**config.mk**
```make
export PLATFORM = sky130hd
export DESIGN_NAME = remote_comm
export DESIGN_NICKNAME = d
export VERILOG_FILES = /design/src/rtl/knight_pkg.sv /design/src/rtl/uart.sv /design/src/rtl/remote_comm.sv
export SDC_FILE = /design/constraint.sdc
export NUM_CORES = 1
export LEC_CHECK = 0
export CAP_MARGIN = 40
export CORE_MARGIN = 2
export CORE_UTILIZATION = 45
export CTS_CLUSTER_DIAMETER = 30
export DETAILED_ROUTE_END_ITERATION = 12
export DONT_BUFFER_PORTS = 1
export GPL_TIMING_DRIVEN = 0
export MAX_ROUTING_LAYER = met4
export PLACE_DENSITY = 0.57
export SYNTH_ARGS = -nofsm -noshare
export SYNTH_HDL_FRONTEND = slang
export SYNTH_SLANG_ARGS = --single-unit
```
**constraint.sdc**
```tcl
create_clock -name clk -period 6.56 [get_ports clk]
set_clock_uncertainty 0.2 [all_clocks]
set_input_delay 0.984 -clock clk [delete_from_list [all_inputs] [get_ports clk]]
set_output_delay 0.984 -clock clk [all_outputs]
set_load 0.02 [all_outputs]
```
**src/rtl/knight_pkg.sv**
```systemverilog
// Shared constants for the knight-robot host bridge: baud default, response
// codes, command opcodes and the send-FSM state type.
package knight_pkg;

  localparam int unsigned BAUD_DIV_DFLT = 2604;
  localparam int unsigned CNT_W         = 16;

  localparam logic [7:0] POS_ACK = 8'hA5;
  localparam logic [7:0] DONE    = 8'h5A;

  localparam logic [3:0] CAL_GYRO = 4'h2;
  localparam logic [3:0] TOUR     = 4'h7;

  typedef enum logic [1:0] {
    S_IDLE,
    S_HIGH,
    S_LOW,
    S_DONE
  } send_state_t;

endpackage

```
**src/rtl/uart.sv**
```systemverilog
// Full-duplex 8N1 UART: one transmitter and one receiver sharing BAUD_DIV.
// tx_done is combinational so a follow-on byte can start with no idle gap.
module uart
  import knight_pkg::*;
#(
  parameter int unsigned BAUD_DIV = BAUD_DIV_DFLT
) (
  input  logic       clk,
  input  logic       rst_n,
  input  logic       trmt,
  input  logic [7:0] tx_data,
  output logic       tx_done,
  output logic       TX,
  input  logic       RX,
  output logic [7:0] rx_data,
  output logic       rdy
);

  localparam logic [CNT_W-1:0] FULL_CNT = CNT_W'(BAUD_DIV - 1);
  localparam logic [CNT_W-1:0] HALF_CNT = CNT_W'(BAUD_DIV / 2 - 1);

  logic [9:0]       tx_shft;
  logic [CNT_W-1:0] tx_baud;
  logic [3:0]       tx_bits;
  logic             tx_busy;
  logic             tx_bit_end;

  assign tx_bit_end = tx_busy && (tx_baud == FULL_CNT);
  assign tx_done    = tx_bit_end && (tx_bits == 4'd9);
  assign TX         = tx_shft[0];

  // Transmit shifter; idle ones refill from the top so TX rests high.
  always_ff @(posedge clk or negedge rst_n) begin
    if (!rst_n) begin
      tx_shft <= '1;
      tx_baud <= '0;
      tx_bits <= '0;
      tx_busy <= 1'b0;
    end else if (trmt) begin
      tx_shft <= {1'b1, tx_data, 1'b0};
      tx_baud <= '0;
      tx_bits <= '0;
      tx_busy <= 1'b1;
    end else if (tx_busy) begin
      if (tx_bit_end) begin
        tx_shft <= {1'b1, tx_shft[9:1]};
        tx_baud <= '0;
        if (tx_bits == 4'd9) begin
          tx_bits <= '0;
          tx_busy <= 1'b0;
        end else begin
          tx_bits <= tx_bits + 4'd1;
        end
      end else begin
        tx_baud <= tx_baud + CNT_W'(1);
      end
    end
  end

  logic             rx_meta;
  logic             rx_sync;
  logic             rx_prev;
  logic             rx_busy;
  logic [CNT_W-1:0] rx_baud;
  logic [3:0]       rx_bits;
  logic [7:0]       rx_shft;
  logic [CNT_W-1:0] rx_target;
  logic             rx_sample;

  assign rx_target = (rx_bits == 4'd0) ? HALF_CNT : FULL_CNT;
  assign rx_sample = rx_busy && (rx_baud == rx_target);

  always_ff @(posedge clk or negedge rst_n) begin
    if (!rst_n) begin
      rx_meta <= 1'b1;
      rx_sync <= 1'b1;
      rx_prev <= 1'b1;
    end else begin
      rx_meta <= RX;
      rx_sync <= rx_meta;
      rx_prev <= rx_sync;
    end
  end

  // Receive: start on falling edge, sample mid-bit, accept only a high stop bit.
  always_ff @(posedge clk or negedge rst_n) begin
    if (!rst_n) begin
      rx_busy <= 1'b0;
      rx_baud <= '0;
      rx_bits <= '0;
      rx_shft <= '0;
      rx_data <= '0;
      rdy     <= 1'b0;
    end else if (!rx_busy) begin
      if (rx_prev && !rx_sync) begin
        rx_busy <= 1'b1;
        rx_baud <= '0;
        rx_bits <= '0;
        rdy     <= 1'b0;
      end
    end else if (rx_sample) begin
      rx_baud <= '0;
      if (rx_bits == 4'd9) begin
        rx_bits <= '0;
        rx_busy <= 1'b0;
        if (rx_sync) begin
          rx_data <= rx_shft;
          rdy     <= 1'b1;
        end
      end else begin
        if (rx_bits != 4'd0) rx_shft <= {rx_sync, rx_shft[7:1]};
        rx_bits <= rx_bits + 4'd1;
      end
    end else begin
      rx_baud <= rx_baud + CNT_W'(1);
    end
  end

endmodule

```
**src/rtl/remote_comm.sv**
```systemverilog
// Host-side command bridge: sends a 16-bit command as two UART bytes (high
// first) and reports single response bytes received from the robot.
module remote_comm
  import knight_pkg::*;
#(
  parameter int unsigned BAUD_DIV = BAUD_DIV_DFLT
) (
  input  logic        clk,
  input  logic        rst_n,
  input  logic        RX,
  output logic        TX,
  input  logic [15:0] cmd,
  input  logic        snd_cmd,
  output logic        cmd_snt,
  output logic        resp_rdy,
  output logic [7:0]  resp
);

  send_state_t state, nxt;
  logic [15:0] cmd_reg;
  logic        load;
  logic        trmt;
  logic [7:0]  tx_data;
  logic        tx_done;
  logic        cmd_snt_nxt;

  uart #(.BAUD_DIV(BAUD_DIV)) u_uart (
    .clk     (clk),
    .rst_n   (rst_n),
    .trmt    (trmt),
    .tx_data (tx_data),
    .tx_done (tx_done),
    .TX      (TX),
    .RX      (RX),
    .rx_data (resp),
    .rdy     (resp_rdy)
  );

  always_ff @(posedge clk or negedge rst_n) begin
    if (!rst_n) begin
      state   <= S_IDLE;
      cmd_reg <= '0;
      cmd_snt <= 1'b0;
    end else begin
      state   <= nxt;
      cmd_snt <= cmd_snt_nxt;
      if (load) cmd_reg <= cmd;
    end
  end

  // High byte comes straight from cmd since the latch loads on the same edge.
  always_comb begin
    nxt         = state;
    load        = 1'b0;
    trmt        = 1'b0;
    tx_data     = cmd_reg[15:8];
    cmd_snt_nxt = 1'b0;
    case (state)
      S_IDLE: begin
        tx_data = cmd[15:8];
        if (snd_cmd) begin
          load = 1'b1;
          trmt = 1'b1;
          nxt  = S_HIGH;
        end
      end
      S_HIGH: begin
        tx_data = cmd_reg[7:0];
        if (tx_done) begin
          trmt = 1'b1;
          nxt  = S_LOW;
        end
      end
      S_LOW: begin
        if (tx_done) nxt = S_DONE;
      end
      S_DONE: begin
        cmd_snt_nxt = 1'b1;
        nxt         = S_IDLE;
      end
      default: nxt = S_IDLE;
    endcase
  end

endmodule

```
== After elaboration in Yosys (flattened, before gate mapping) ==
Index checks and enable logic that the tools add are counted.

* Register bits: 91
* Output and inout port bits: 11
* Word-level logic and storage cells: 92
* Input port bits: 20

* $add $sub $neg: 4
* Equal/unequal tests: 13
* Bitwise logic cells: 1
* Mux-type cells: 41
* Reductions and logical operators: 17

{| class="wikitable"
|+ Operator list
! cell !! count
|-
| $mux W16 || 6
|-
| $add A16 B1 Y16 const B || 2
|-
| $mux W4 || 8
|-
| $mux W10 || 3
|-
| $mux W1 || 17
|-
| $eq A16 B12 Y1 const B || 1
|-
| $eq A16 B16 Y1 || 1
|-
| $pmux W8 S2 || 1
|-
| $mux W12 || 1
|-
| $reduce_and A4 Y1 || 3
|-
| $ne A2 B2 Y1 const B || 5
|-
| $add A4 B1 Y4 const B || 2
|-
| $eq A4 B4 Y1 const B || 2
|-
| $pmux W2 S4 || 1
|-
| $mux W2 || 3
|-
| $reduce_bool A2 Y1 || 3
|-
| $eq A2 B2 Y1 const B || 2
|-
| $logic_and A1 B1 Y1 || 4
|-
| $logic_not A4 Y1 || 1
|-
| $reduce_and A2 Y1 || 2
|-
| $reduce_bool A4 Y1 || 1
|-
| $reduce_and A3 Y1 || 1
|-
| $eq A2 B1 Y1 const B || 1
|-
| $logic_not A2 Y1 || 1
|-
| 4 further kinds || 4
|}

== Logic depth before layout (Yosys ltp) ==
Gate-level depths: netlist (run 1).

* Word-level depth: 7
* Depth in mapped cells: 8
* Depth with buffers taken out: 7

== Modules after synthesis ==
A second synthesis (run 1) with hierarchy kept.

* Cells, all modules: 431
* Area, all modules: 4588.2 um^2

{| class="wikitable"
|+ Modules (own cells, without submodules)
! module !! seq. area each (um^2) !! cells each !! area each (um^2) !! times used
|-
| uart || 1791.7 || 352 || 3638.5 || 1
|-
| remote_comm || 475.5 || 79 || 949.7 || 1
|}

== Worst setup path before layout (run 1) ==
Ideal clock, no wire load.

* Path kind: register to register
* Start: register u_uart.rx_bits[0]
* End: register u_uart.rx_data[0]
* Data required time: 6.235 ns
* Data arrival time: 2.001 ns
* Setup time: 0.125 ns
* Period minus slack after synthesis: 2.326 ns
* Buffers on the path: 0
* Stages on the path, launching flop included: 8
* Path slack: 4.234 ns
* Path through: dfrtp_1 inv_1 ha_1 nor3b_2 a41o_2 nand3_4 nor4_4 mux2_2

* Longest elaborated chain between the ends: 5
* Elaborated cells between the ends (all ways): 6
* Classes of those cells: eq/ne (2); mux (1); reduce/logical (3)

{| class="wikitable"
|+ Ends and longest elaborated chain
! element !! line !! RTL
|-
| start, declared || uart.sv:65 || <nowiki>logic [3:0] rx_bits;</nowiki>
|-
| start signal, assigned || uart.sv:112 || <nowiki>rx_bits <= rx_bits + 4'd1;</nowiki>
|-
| $logic_not A4 Y1 || uart.sv:70 || <nowiki>assign rx_target = (rx_bits == 4'd0) ? HALF_CNT : FULL_CNT;</nowiki>
|-
| $mux W12 || uart.sv:70 ||
|-
| $eq A16 B16 Y1 || uart.sv:71 || <nowiki>assign rx_sample = rx_busy && (rx_baud == rx_target);</nowiki>
|-
| $logic_and A1 B1 Y1 || uart.sv:71 ||
|-
| $reduce_and A4 Y1 (no line) * || n/a ||
|-
| end signal, assigned || uart.sv:107 || <nowiki>rx_data <= rx_shft;</nowiki>
|-
| end, declared || uart.sv:15 || <nowiki>output logic [7:0] rx_data,</nowiki>
|}

Mark *: on every way between the ends. The rest lies on a longest branch, timed or not.
A chain may end at the register's enable or synchronous reset.

== Worst setup path in the final report (run 1) ==
* Start: register u_uart.rx_bits[0]
* End: register u_uart.rx_data[1]

The elaborated chain is that of the path after synthesis.

==> results of run 1 <==
==> power groups by stage <==
stage               clock network (mW)  registers [mW]  logic (mW)
finish                           0.381           0.606      0.0685
global route                     0.417           0.610      0.0765
CTS                              0.396           0.605      0.0685
detailed placement                   0           0.615      0.0688
global placement                     0           0.615      0.0665
floorplan                            0           0.606      0.0593
==> worst register-to-register path: stages (launching register included) <==
cell     delay (ns)
dfrtp_1        0.44
inv_1          0.10
ha_1           0.14
nor3b_2        0.34
a41o_2         0.24
nand3_4        0.10
nor4_4         0.55
mux2_2         0.40
==> cell usage after synthesis, drive strengths merged, types with 10 or more instances <==
master	count	area, sq um
inv	13	48.8
a22o	10	87.6
nor3	10	55.1
ha	11	138
dfstp	12	315
nand3	10	62.6
mux2	17	191
nor2	28	105
a21oi	19	95.1
clkbuf	12	46.3
mux2i	10	100
dfrtp	78	1950
nand2	79	297
o21ai	16	91.3
==> logic make-up (layout without fill, tap and decap cells) <==
family	after synthesis	in the layout	synth area share, %
adders and majority gates	11	11	3.11
buffers and inverters	32	48	3.00
AOI/OAI and AO/OA	86	86	13.5
muxes	27	27	6.59
xor gates and xnor gates	12	12	2.37
and+or+nand+nor	177	177	20.2
DFF	90	90	51.2
==> through the flow <==
step | setup WS [ns] | power [mW] | hold slack (ns)
2_1_floorplan | 4.23 | 0.666 | 0.145
3_3_place_gp | 3.86 | 0.681 | 0.150
3_5_place_dp | 3.85 | 0.684 | 0.148
4_1_cts | 3.89 | 1.07 | 0.105
5_1_grt | 3.71 | 1.10 | 0.0966
6_report | 3.93 | 1.06 | 0.128
==> cell type report <==
class | count | area share [%]
Inverter | 14 | 1.10
Sequential cell | 90 | 47.3
Clock buffer | 11 | 2.95
Buffer | 18 | 1.67
Multi-Input combinational cell | 313 | 42.2
Tap cell | 133 | 3.47
Clock inverter | 5 | 1.28
==> final timing paths <==
kind,endpoint,slack [ns],from,cells past startpoint
worst max-delay path,u_uart.rx_data[1],3.93,u_uart.rx_bits[0],7
worst min-delay path,u_uart.tx_baud[5],0.13,rst_n,0
worst max register to register,u_uart.rx_data[1],3.93,u_uart.rx_bits[0],7
worst min register to register,u_uart.rx_sync,0.16,u_uart.rx_meta,0
max in group asynchronous,u_uart.rx_meta,5.80,rst_n,0
min in group clk,u_uart.rx_sync,0.16,u_uart.rx_meta,0
==> layer usage <==
layer,vias up,wire length (um),global-route usage [%]
li1,1582,-,-
met1,1555,4360,26.9
met2,50,4080,27.9
met3,4,259,2.76
met4,0,46,5.06
met5,-,0,-
==> run_results.csv, run 1 <==
group,metric,value,unit
outcome,outcome,"finished clean",
yosys,yosysUniqueCellTypes,62,
global_route,grt_max_degree,91,
cts,cts_sinks,90,
route,vias,3191,
pwr,p_seq_share,57.4,%
flow_run,max-cap-violations,0,
pwr,p_comb_share,6.5,%
yosys,synthCells,435,
pwr,power_switching,0.257,mW
cts,postCtsSetupBuffers,0,
floorplan,core.rowCount,36,
global_route,grt_pass1_vias,3201,
global_route,grt_pass1_wl,15200,um
sta,fin_crit,2.63,ns
sta,maxSlewHeadroom,47.6,%
yosys,synth_edf_count,0,
floorplan,dieArea,10600,sq um
worst_setup_path,critPathLaunchType,"flip-flop",
route,drt_pass1_iterations,4,
sta,finalCritPeriodShare,40.0,%
sta,fmax,0.381,GHz
floorplan,die_w,103,um
finish,diodes,0,
worst_setup_path,cp_slowest_cell,"nor4_4",
global_route,grt_usage,18.7,%
pwr,swShare,24.3,%
yosys,syn-num-nets,466,
finish,multiInputGateArea,2030,sq um
finish,layout-drive-gt1-share,13.7,%
cts,cts_buffer_depth,2,
global_route,antenna_found_initial,0,
finish,final_cell_mix,"79 x nand2_1, 78 x dfrtp_1, 28 x nor2_1, 19 x a21oi_1, 17 x mux2_2",
placement,gp_congestion,0.868,
floorplan,initial_core_util,45.9,%
worst_setup_path,cp.required,6.58,ns
route,drtAntennaViolNets,0,
worst_setup_path,critPathMaxFanout,9,
route,drc,0,
worst_setup_path,end_kind,"flip-flop",
sta,rsz0062_at_grt,"false",
yosys,ys_seq_area_share,51.2,%
route,wl_per_cell,15.0,um
floorplan,io_pins,31,
pwr,powerDensity,220,nW/um^2
worst_setup_path,slowest_delay,0.55,ns
cts,cts_root_buf,"clkbuf_8",
cts,cts_hold_buf,0,
pwr,p_int,0.798,mW
yosys,avgSynthCellArea,10.2,sq um
pwr,clkPwrFrac,36.1,%
sta,fin_setup_tns,0,ns
finish,layout_commonest_cell,"nand2_1",
sta,hold_violations,0,
yosys,ys_ff_latch,90,
yosys,syn-cell-area,4430,sq um
yosys,yosysWarnings,0,
route,wl,8750,um
finish,fin_area,4790,sq um
worst_setup_path,crit_arrival,2.64,ns
cts,clk-insertion-delay-late,0.34,ns
worst_setup_path,worstPathCellList,"inv_1, ha_1, nor3b_2, a41o_2, nand3_4, nor4_4, mux2_2",
route,first_iter_violations,163,
pwr,power_leakage,2.23,nW
finish,fin_cells,584,
finish,n_fill_cell,929,
cts,clk_pin_slew_worst_paths,0.09,ns
worst_setup_path,critical_path.top_delay_family,"simple AND/OR/NAND/NOR gates",
yosys,synth_ff_type,"dfrtp_1",
finish,final-seq-area,2270,sq um
finish,area_delta_synth_final,8.34,%
min_path,min_path_type,"input port to async pin",
pwr,vdd_drop_max,0.000155,V
route,viasPerCell,5.46,
worst_setup_path,critPathBufInv,1,
finish,nets,477,
placement,io_buffers,0,
global_route,grt_overflow,0,
cts,ctsResizeCount,0,
sta,tightest_slew,0.779,ns
cts,cts_tree,"done",
placement,dp_hpwl,5960,um
finish,fin_util,49.7,%
yosys,async_reset_ff_share,100,%
sta,slew_violations,0,
worst_setup_path,critPathKind,"flip-flop to flip-flop",
floorplan,dieHeight,103,um
placement,dpl_cell_area,4590,sq um
cts,htreeDepth,3,
cts,numCtsBuffers,9,
sta,setup_viol,0,
floorplan,core-area,9640,sq um
placement,dp.cells,568,
No activity file was read; power rests on OpenSTA's default activity.
==> run 2, diff against run 1 <==
clock period = 2.5 ns   (was 6.56 ns; I/O delays follow)
==> run_results.csv, run 2 (synthesis results as in run 1) <==
group,metric,value,unit
finish,nets,498,
route,first_iter_violations,127,
worst_setup_path,worstPathCellList,"inv_1, ha_1, nor3b_4, a41o_2, nand3_4, nor4_4, buf_4, mux2_2",
route,drt_pass1_iterations,4,
route,viasPerCell,5.41,
cts,cts_hold_buf,17,
cts,clk_pin_slew_worst_paths,0.09,ns
floorplan,dieHeight,103,um
worst_setup_path,r2r-end,"u_uart.rx_data[4]",
placement,dpl_cell_area,4590,sq um
sta,tightest_slew,0.766,ns
sta,finalCritPeriodShare,94.6,%
pwr,vdd_drop_max,0.000410,V
cts,cts_root_buf,"clkbuf_8",
outcome,outcome,"complete, but fails checks",
sta,maxSlewHeadroom,48.5,%
global_route,antenna_found_initial,0,
placement,place_ws,-0.152,ns
route,drtAntennaViolNets,0,
floorplan,core.rowCount,36,
cts,numCtsBuffers,9,
floorplan,dieArea,10600,sq um
worst_setup_path,cp_slowest_cell,"dfrtp_1",
worst_setup_path,reg2reg_depth,8,
floorplan,core-area,9640,sq um
finish,final_cell_mix,"79 x nand2_1, 78 x dfrtp_1, 28 x nor2_1, 19 x a21oi_1",
cts,cts_sinks,90,
placement,io_buffers,0,
finish,multiInputGateArea,2060,sq um
route,vias,3276,
finish,layout-drive-gt1-share,15.3,%
worst_setup_path,end_kind,"flip-flop",
finish,final-seq-area,2270,sq um
finish,fin_area,5050,sq um
worst_setup_path,critical_path.top_delay_family,"simple AND/OR/NAND/NOR gates",
global_route,grt_pass1_wl,15700,um
sta,fin_crit,2.37,ns
finish,area_delta_synth_final,14.2,%
min_path,min_path_type,"input port to async pin",
sta,hold_violations,90,
worst_setup_path,critPathBufInv,2,
flow_run,max-cap-violations,0,
route,drc,0,
floorplan,io_pins,31,
sta,slew_violations,0,
cts,cts_buffer_depth,2,
sta,setup_viol,0,
worst_setup_path,critPathLaunchType,"flip-flop",
global_route,use_met3,3.23,%
global_route,grt_max_degree,91,
global_route,grt_pass1_vias,3314,
worst_setup_path,ff2ff_setup_slack,0.13,ns
global_route,grt_usage,19.2,%
pwr,powerDensity,555,nW/um^2
finish,n_fill_cell,908,
sta,hold_ws,-0.489,ns
worst_setup_path,critPathKind,"flip-flop to flip-flop",
sta,fmax,0.423,GHz
cts,htreeDepth,3,
cts,cts_tree,"done",
worst_setup_path,crit_arrival,2.40,ns
placement,dp_hpwl,5960,um
floorplan,die_w,103,um
floorplan,initial_core_util,45.9,%
worst_setup_path,critPathMaxFanout,6,
pwr,power_leakage,2.34,nW
cts,clk-insertion-delay-late,0.34,ns
global_route,grt_busiest_layer,"met2",
sta,fin_ws,0.134,ns
worst_setup_path,cp.required,2.53,ns
global_route,grt_util_met1,27.1,%
route,wl,9060,um
outcome,violations,"negative hold slack",
worst_setup_path,slowest_delay,0.44,ns
route,wl_per_cell,15.0,um
global_route,grt_use_met2,28.7,%
finish,layout_commonest_cell,"nand2_1",
finish,diodes,0,
worst_setup_path,r2r_start,"u_uart.rx_bits[0]",
global_route,grt_overflow,0,
placement,gp_congestion,0.868,
==> run 2: layer usage <==
layer  vias up  routed length (um)
li1       1622                   -
met5         -                   0
met3        15                 260
met1      1591                4470
met4         0                 132
met2        48                4200
==> run 2: worst max path at each step <==
stage | cells past startpoint | slack, ns | to | startpoint
6_report | 8 | 0.13 | u_uart.rx_data[4] | u_uart.rx_bits[0]
5_1_grt | 7 | -0.02 | u_uart.tx_shft[7] | u_uart.tx_baud[0]
4_1_cts | 7 | 0.007 | u_uart.tx_baud[6] | state[0]
3_5_place_dp | 7 | -0.15 | u_uart.rx_data[4] | u_uart.rx_bits[0]
3_3_place_gp | 8 | -0.1 | u_uart.rx_baud[14] | u_uart.rx_bits[0]
2_1_floorplan | 7 | 0.17 | u_uart.rx_data[0] | u_uart.rx_bits[0]
==> run 2: cell type report <==
class	instances	area share, %
buffer	18	1.76
clock buffer	11	2.80
multi-input combinational	313	40.8
inverter	14	1.04
sequential	90	44.9
timing repair buffer	21	4.21
clock inverter	5	1.21
tap	133	3.29
==> run 2: what timing repair did <==
item,4_1_cts,5_1_grt
endpoints found under the hold margin,107,90
buffers inserted,2,2
gates cloned,0,0
pin swaps,1,2
endpoints found under the setup margin,26,40
gates resized for setup,3,13
==> run 2: stage by stage <==
| stage | power [mW] | util (%) | instances | hold slack, ns | setup TNS, ns |
|---|---|---|---|---|---|
| floorplan | 1.75 | - | 435 | -0.121 | 0 |
| global route | 2.93 | 52.4 | 605 | -0.514 | -0.0305 |
| detailed placement | 1.79 | 47.6 | 568 | -0.117 | -2.40 |
| finish | 2.80 | 52.4 | 605 | -0.489 | 0 |
| CTS | 2.83 | 51.8 | 603 | -0.504 | 0 |
| global placement | 1.79 | 47.6 | 568 | -0.117 | -1.80 |
==> run 2: power breakdown <==
group	total (mW)	switching (mW)	internal, mW
Sequential	1.59	0.0773	1.51
Clock	1.01	0.513	0.494
Combinational	0.208	0.101	0.108
==> run 3, diff against run 2 <==
SLEW_MARGIN = 20   (was unset)
==> results of run 3 <==
Final layout, timing and power as in run 2 (identical DEF).
